<file path="config.mk">
export PLATFORM = sky130hd
export DESIGN_NAME = race_game_ctrl
export DESIGN_NICKNAME = d
export VERILOG_FILES = /design/src/rtl/race_pkg.sv /design/src/rtl/key_edge_sync.sv /design/src/rtl/race_game_ctrl.sv
export SDC_FILE = /design/constraint.sdc
export NUM_CORES = 1
export LEC_CHECK = 0
export CAP_MARGIN = 20
export CORE_MARGIN = 2
export CORE_UTILIZATION = 35
export DETAILED_ROUTE_END_ITERATION = 10
export PLACE_DENSITY = 0.65
export SYNTH_ARGS = -nofsm -noshare
export SYNTH_HDL_FRONTEND = slang
export SYNTH_SLANG_ARGS = --single-unit
</file>
<file path="constraint.sdc">
create_clock -name clock -period 2.45 [get_ports clock]
set_input_delay 0.49 -clock clock [delete_from_list [all_inputs] [get_ports clock]]
set_output_delay 0.49 -clock clock [all_outputs]
set_load 0.005 [all_outputs]
</file>
<file path="src/rtl/race_pkg.sv">
// Shared encodings for the box-race sequencer: state codes, winner codes and
// helpers that split a box count into BCD digits.
package race_pkg;

  localparam logic [2:0] S_IDLE    = 3'd0;
  localparam logic [2:0] S_RUN     = 3'd1;
  localparam logic [2:0] S_PENALTY = 3'd2;
  localparam logic [2:0] S_PAUSE   = 3'd3;
  localparam logic [2:0] S_DONE    = 3'd4;

  localparam logic [1:0] W_NONE   = 2'b00;
  localparam logic [1:0] W_PLAYER = 2'b01;
  localparam logic [1:0] W_PC     = 2'b10;

  function automatic logic [3:0] bcd_tens(input int n);
    return 4'((n / 10) % 10);
  endfunction

  function automatic logic [3:0] bcd_ones(input int n);
    return 4'(n % 10);
  endfunction

  localparam logic [3:0] DEF_TENS = bcd_tens(32);
  localparam logic [3:0] DEF_ONES = bcd_ones(32);

endpackage

</file>
<file path="src/rtl/key_edge_sync.sv">
// Brings an asynchronous key into the clock domain and emits a registered
// one-cycle pulse on its rising edge (pulse appears 3 cycles after the raw rise).
module key_edge_sync (
  input  logic clock,
  input  logic resetn,
  input  logic key,
  output logic level,
  output logic key_edge
);

  logic sync_p0;
  logic sync_p1;
  logic prev_p2;
  logic edge_p2;

  always_ff @(posedge clock) begin
    if (!resetn) begin
      sync_p0 <= 1'b0;
      sync_p1 <= 1'b0;
      prev_p2 <= 1'b0;
      edge_p2 <= 1'b0;
    end else begin
      sync_p0 <= key;
      sync_p1 <= sync_p0;
      // edge detect stage: compare synchronised level against its delayed copy
      prev_p2 <= sync_p1;
      edge_p2 <= sync_p1 & ~prev_p2;
    end
  end

  assign level    = sync_p1;
  assign key_edge = edge_p2;

endmodule

</file>
<file path="src/rtl/race_game_ctrl.sv">
// Game sequencer for the two-player box race: qualifies key presses against
// the next box, counts remaining boxes in BCD, applies lockouts, picks a winner.
module race_game_ctrl
  import race_pkg::*;
#(
  parameter int NUM_BOXES      = 32,
  parameter int PENALTY_CYCLES = 25_000_000,
  parameter int PEN_W          = 25
) (
  input  logic       clock,
  input  logic       resetn,
  input  logic       start,
  input  logic       key_left,
  input  logic       key_right,
  input  logic       box,
  input  logic       pc_ended,
  output logic       load_n,
  output logic       shift,
  output logic       run_en,
  output logic [3:0] player_ones,
  output logic [3:0] player_tens,
  output logic       penalty,
  output logic [1:0] winner,
  output logic [2:0] state_out
);

  localparam logic [3:0]       INIT_TENS = bcd_tens(NUM_BOXES);
  localparam logic [3:0]       INIT_ONES = bcd_ones(NUM_BOXES);
  localparam logic [PEN_W-1:0] PEN_LOAD  = PEN_W'(PENALTY_CYCLES - 1);

  logic             left_lvl, left_edge;
  logic             right_lvl, right_edge;
  logic [2:0]       state;
  logic             origin_pen;
  logic [PEN_W-1:0] pen_cnt;
  logic [3:0]       tens, ones;
  logic             shift_p0, shift_p1;
  logic [1:0]       win_r;
  logic             stale, le, re, correct, wrong, last_press;

  key_edge_sync u_left (
    .clock    (clock),
    .resetn   (resetn),
    .key      (key_left),
    .level    (left_lvl),
    .key_edge (left_edge)
  );

  key_edge_sync u_right (
    .clock    (clock),
    .resetn   (resetn),
    .key      (key_right),
    .level    (right_lvl),
    .key_edge (right_edge)
  );

  function automatic logic [7:0] bcd_dec(input logic [3:0] t, input logic [3:0] o);
    if (o == 4'd0) return {t - 4'd1, 4'd9};
    else           return {t, o - 4'd1};
  endfunction

  // box is stale during the shift pulse and the cycle after it
  assign stale      = shift_p0 | shift_p1;
  assign le         = left_edge & ~stale;
  assign re         = right_edge & ~stale;
  assign correct    = (le & ~re & ~box) | (re & ~le & box);
  assign wrong      = (le | re) & ~correct;
  assign last_press = correct && (tens == 4'd0) && (ones == 4'd1);

  always_ff @(posedge clock) begin
    if (!resetn) begin
      state      <= S_IDLE;
      origin_pen <= 1'b0;
      pen_cnt    <= '0;
      tens       <= INIT_TENS;
      ones       <= INIT_ONES;
      shift_p0   <= 1'b0;
      shift_p1   <= 1'b0;
      win_r      <= W_NONE;
    end else begin
      shift_p0 <= 1'b0;
      shift_p1 <= shift_p0;
      case (state)
        S_IDLE: begin
          tens  <= INIT_TENS;
          ones  <= INIT_ONES;
          win_r <= W_NONE;
          if (start && !left_lvl && !right_lvl) state <= S_RUN;
        end
        S_RUN: begin
          if (last_press) begin
            state        <= S_DONE;
            win_r        <= W_PLAYER;
            {tens, ones} <= 8'h00;
          end else if (pc_ended) begin
            state <= S_DONE;
            win_r <= W_PC;
          end else if (!start) begin
            state      <= S_PAUSE;
            origin_pen <= 1'b0;
          end else if (correct) begin
            {tens, ones} <= bcd_dec(tens, ones);
            shift_p0     <= 1'b1;
          end else if (wrong) begin
            state   <= S_PENALTY;
            pen_cnt <= PEN_LOAD;
          end
        end
        S_PENALTY: begin
          if (pc_ended) begin
            state <= S_DONE;
            win_r <= W_PC;
          end else if (!start) begin
            state      <= S_PAUSE;
            origin_pen <= 1'b1;
          end else if (pen_cnt == '0) begin
            state <= S_RUN;
          end else begin
            pen_cnt <= pen_cnt - 1'b1;
          end
        end
        S_PAUSE: begin
          if (start) state <= origin_pen ? S_PENALTY : S_RUN;
        end
        S_DONE: begin
          if (!start) begin
            state <= S_IDLE;
            tens  <= INIT_TENS;
            ones  <= INIT_ONES;
            win_r <= W_NONE;
          end
        end
        default: state <= S_IDLE;
      endcase
    end
  end

  assign load_n      = (state != S_IDLE);
  assign run_en      = (state == S_RUN) || (state == S_PENALTY);
  assign penalty     = (state == S_PENALTY) || ((state == S_PAUSE) && origin_pen);
  assign shift       = shift_p0;
  assign winner      = win_r;
  assign player_tens = tens;
  assign player_ones = ones;
  assign state_out   = state;

endmodule
</file>
==> flow_metrics.py <==
metrics = {
    "outcome": {
        "run_status": "finished clean",
    },
    "clock_network": {
        "h-tree-depth": 2,
        "cts_root_buffer": "clkbuf_8",
        "cts_buffers": 5,
        "clock_sinks": 49,
        "clkTransAtPathRegs_ns": 0.10,
        "clockBufferDepth": 2,
        "clk-insertion-delay-late_ns": 0.31,
        "cts_tree": "done",
        "cts_hold_buf": 0,
        "post-cts-setup-buffers": 0,
    },
    "critical_path": {
        "crit_arrival_ns": 1.82,
        "reg2reg_from": "pen_cnt[0]",
        "cp.required_ns": 1.96,
        "rr_endpoint": "pen_cnt[12]",
        "max_stage_delay_ns": 0.50,
        "cp_max_fo": 7,
        "cp_slowest_cell": "or3b_2",
        "rr_worst_depth": 7,
        "start_kind": "flip-flop",
        "crit_family": "simple AND/OR/NAND/NOR gates",
        "critical_path_class": "reg -> out",
        "path_buf_inv": 1,
        "r2r_slack_ns": 0.15,
        "crit_chain": "or3b_2, nand2_1, clkdlybuf4s50_1",
        "end_kind": "primary output",
    },
    "timing": {
        "slew_viol_final": 0,
        "layout_setup_ws_ns": 0.145,
        "period_share_pct": 94.1,
        "min_period_ns": 2.31,
        "whs_ns": 0.389,
        "setup_viol": 0,
        "fin_skew_ns": 0.00969,
        "tightest_slew_ns": 0.848,
        "fmax_ghz": 0.434,
        "hold_viol": 0,
        "fin_tns_setup_ns": 0,
        "slew_headroom_pct": 43.4,
    },
    "global_route": {
        "grt_usage_pct": 18.6,
        "grt_first_pass_wirelength_um": 13400,
        "antenna_found_initial": 0,
        "grt-ovfl-total": 0,
        "grt_pass1_vias": 2799,
        "grt_max_degree": 40,
    },
    "cells_and_area": {
        "fin_util_pct": 44.1,
        "stdcell_count": 500,
        "fin_area_um2": 3570,
        "layout.nets": 407,
        "syn2layout_area_growth_pct": 23.7,
        "antenna_cells": 0,
        "drive_above_1_share_pct": 17.0,
    },
    "die": {
        "die_w_um": 94.8,
        "fp.dieH_um": 94.8,
        "fp-row-count": 33,
        "die-area_um2": 8990,
        "start_util_pct": 35.7,
        "coreArea_um2": 8090,
        "io_pins": 24,
    },
    "placement": {
        "dp_cells": 492,
        "dp_slack_ns": -0.127,
        "portBuffers": 23,
        "place_area_um2": 3430,
        "gp_congestion": 0.835,
        "hpwlAfterDp_um": 5640,
    },
    "routing": {
        "viasPerCell": 5.84,
        "ant_nets": 0,
        "vias": 2918,
        "drc_errors": 0,
        "drt_iter0_drc": 142,
        "drt_wl_total_um": 7910,
        "dr.pass1.iters": 4,
        "routedWlPerCell_um": 15.8,
    },
    "synth": {
        "synthArstFlopShare_pct": 0,
        "ys_seq_area_share_pct": 34.0,
        "yosys_warnings": 0,
        "synthCells": 351,
        "syn_avg_cell_area_um2": 8.23,
        "syn-cell-area_um2": 2890,
        "yosys.cell_count.top_type": "dfxtp_1",
        "synth_top_cell_by_area": "dfxtp_1",
        "yosys-top-cells-area": "dfxtp_1, a21oi_1, nor3_1",
        "synth.distinct_cells": 66,
        "synth_enable_flop_cells": 0,
        "synth-main-ff-cell": "dfxtp_1",
        "ys_seq_elements": 49,
        "synth_top_area_share_pct": 34.0,
        "synth_nets": 364,
        "synth_common_cells": "dfxtp_1, a21oi_1, nor2_1",
    },
    "pwr": {
        "power.internal_mw": 2.56,
        "power_mw": 4.60,
        "p_comb_share_pct": 57.9,
        "p_leak_nw": 1.34,
        "p_clk_share_pct": 15.1,
        "power_frac_seq_pct": 27.0,
        "power_density_nw_per_um2": 1290,
        "swShare_pct": 44.3,
        "ir_worst_vdd_v": 0.000852,
        "p_switching_mw": 2.04,
    },
    "worst_hold_path": {
        "hold_class": "reg -> reg",
        "hold_path_end": "u_left.key_edge",
        "hold_start": "u_left.prev_p2",
        "hold_depth": 1,
    },
    "job": {
        "maxCapViolations": 0,
    },
}
## power groups by stage
stage	clock [mW]	sequential, mW	combinational (mW)
2_1_floorplan	0	1.18	1.75
3_5_place_dp	0	1.25	2.64
6_report	0.694	1.25	2.66
4_1_cts	0.711	1.23	2.66
5_1_grt	0.742	1.29	2.97
3_3_place_gp	0	1.24	2.59
## registers in the layout, indices dropped and copies added, names as in the netlist, 2 cells and up
register,flops
player_ones,4
state_out,3
player_tens,4
winner,2
pen_cnt,25
## cell usage in the layout, fill, tap and decap left out, types with 3 or more instances in the layout
cell type,instances
buf_4,33
and2_1,7
a21oi_1,26
nor3_1,23
or3b_2,4
o31a_1,5
a211oi_1,6
or4_1,7
o31ai_1,3
nand3_1,13
o221a_2,3
clkbuf_8,5
a31oi_1,4
dfxtp_1,48
nor2_1,25
nand2_1,23
a41oi_1,5
a311oi_1,5
nor2b_1,5
o2111ai_1,3
nor4_1,9
nor4_2,3
ha_1,6
nand4_1,4
a221oi_1,3
o211a_1,5
clkdlybuf4s50_1,23
nor3b_1,4
or3_1,3
inv_1,13
o21a_1,6
o21ai_0,14
## worst register-to-register path: cells and delay by family, from the launching register on
| family | cells | cell delay, ns |
|---|---|---|
| adder cells (fa/ha/maj) | 1 | 0.22 |
| AO/OA/AOI/OAI | 3 | 0.67 |
| buffers and inverters | 1 | 0.11 |
| flip-flops | 1 | 0.36 |
| AND/OR/NAND/NOR | 2 | 0.89 |
## how the worst max path moves through the flow
stage / end / cells past startpoint / start / slack, ns
6_report: run_en / 3 / state_out[1] / 0.14
3_3_place_gp: pen_cnt[23] / 5 / start / -0.12
5_1_grt: pen_cnt[12] / 7 / pen_cnt[0] / -0.007
4_1_cts: run_en / 3 / state_out[1] / 0.07
3_5_place_dp: pen_cnt[23] / 5 / start / -0.13
2_1_floorplan: pen_cnt[16] / 7 / pen_cnt[0] / 0.40
## repair_timing
action,4_1_cts,5_1_grt
endpoints found under the hold margin,0,0
endpoints found under the setup margin,0,3
resized for setup,0,2
## per-layer routing
layer,global-route usage (%),up-vias,routed length [um]
li1,-,1444,-
met1,22.9,1393,3480
met2,32.6,71,3960
met3,3.19,10,368
met4,6.16,0,104
met5,0,-,0
## cell families after synthesis
group | after synthesis | synth area share, %
XOR/XNOR | 1 | 0.303
AO/OA/AOI/OAI | 111 | 28.0
buffers and inverters | 35 | 4.81
multiplexers | 2 | 0.780
AND/OR/NAND/NOR | 147 | 29.5
flip-flops | 49 | 34.0
adder cells (fa/ha/maj) | 6 | 2.60
## area by class of cell
cell class / count / area (um^2)
tap: 105 / 131
timing repair buffer: 57 / 498
multi-input combinational: 267 / 1770
sequential: 49 / 982
inverter: 14 / 52.6
clock inverter: 3 / 65.1
clock buffer: 5 / 68.8
fill: 845 / 4520
No activity file was read; power rests on OpenSTA's default activity.
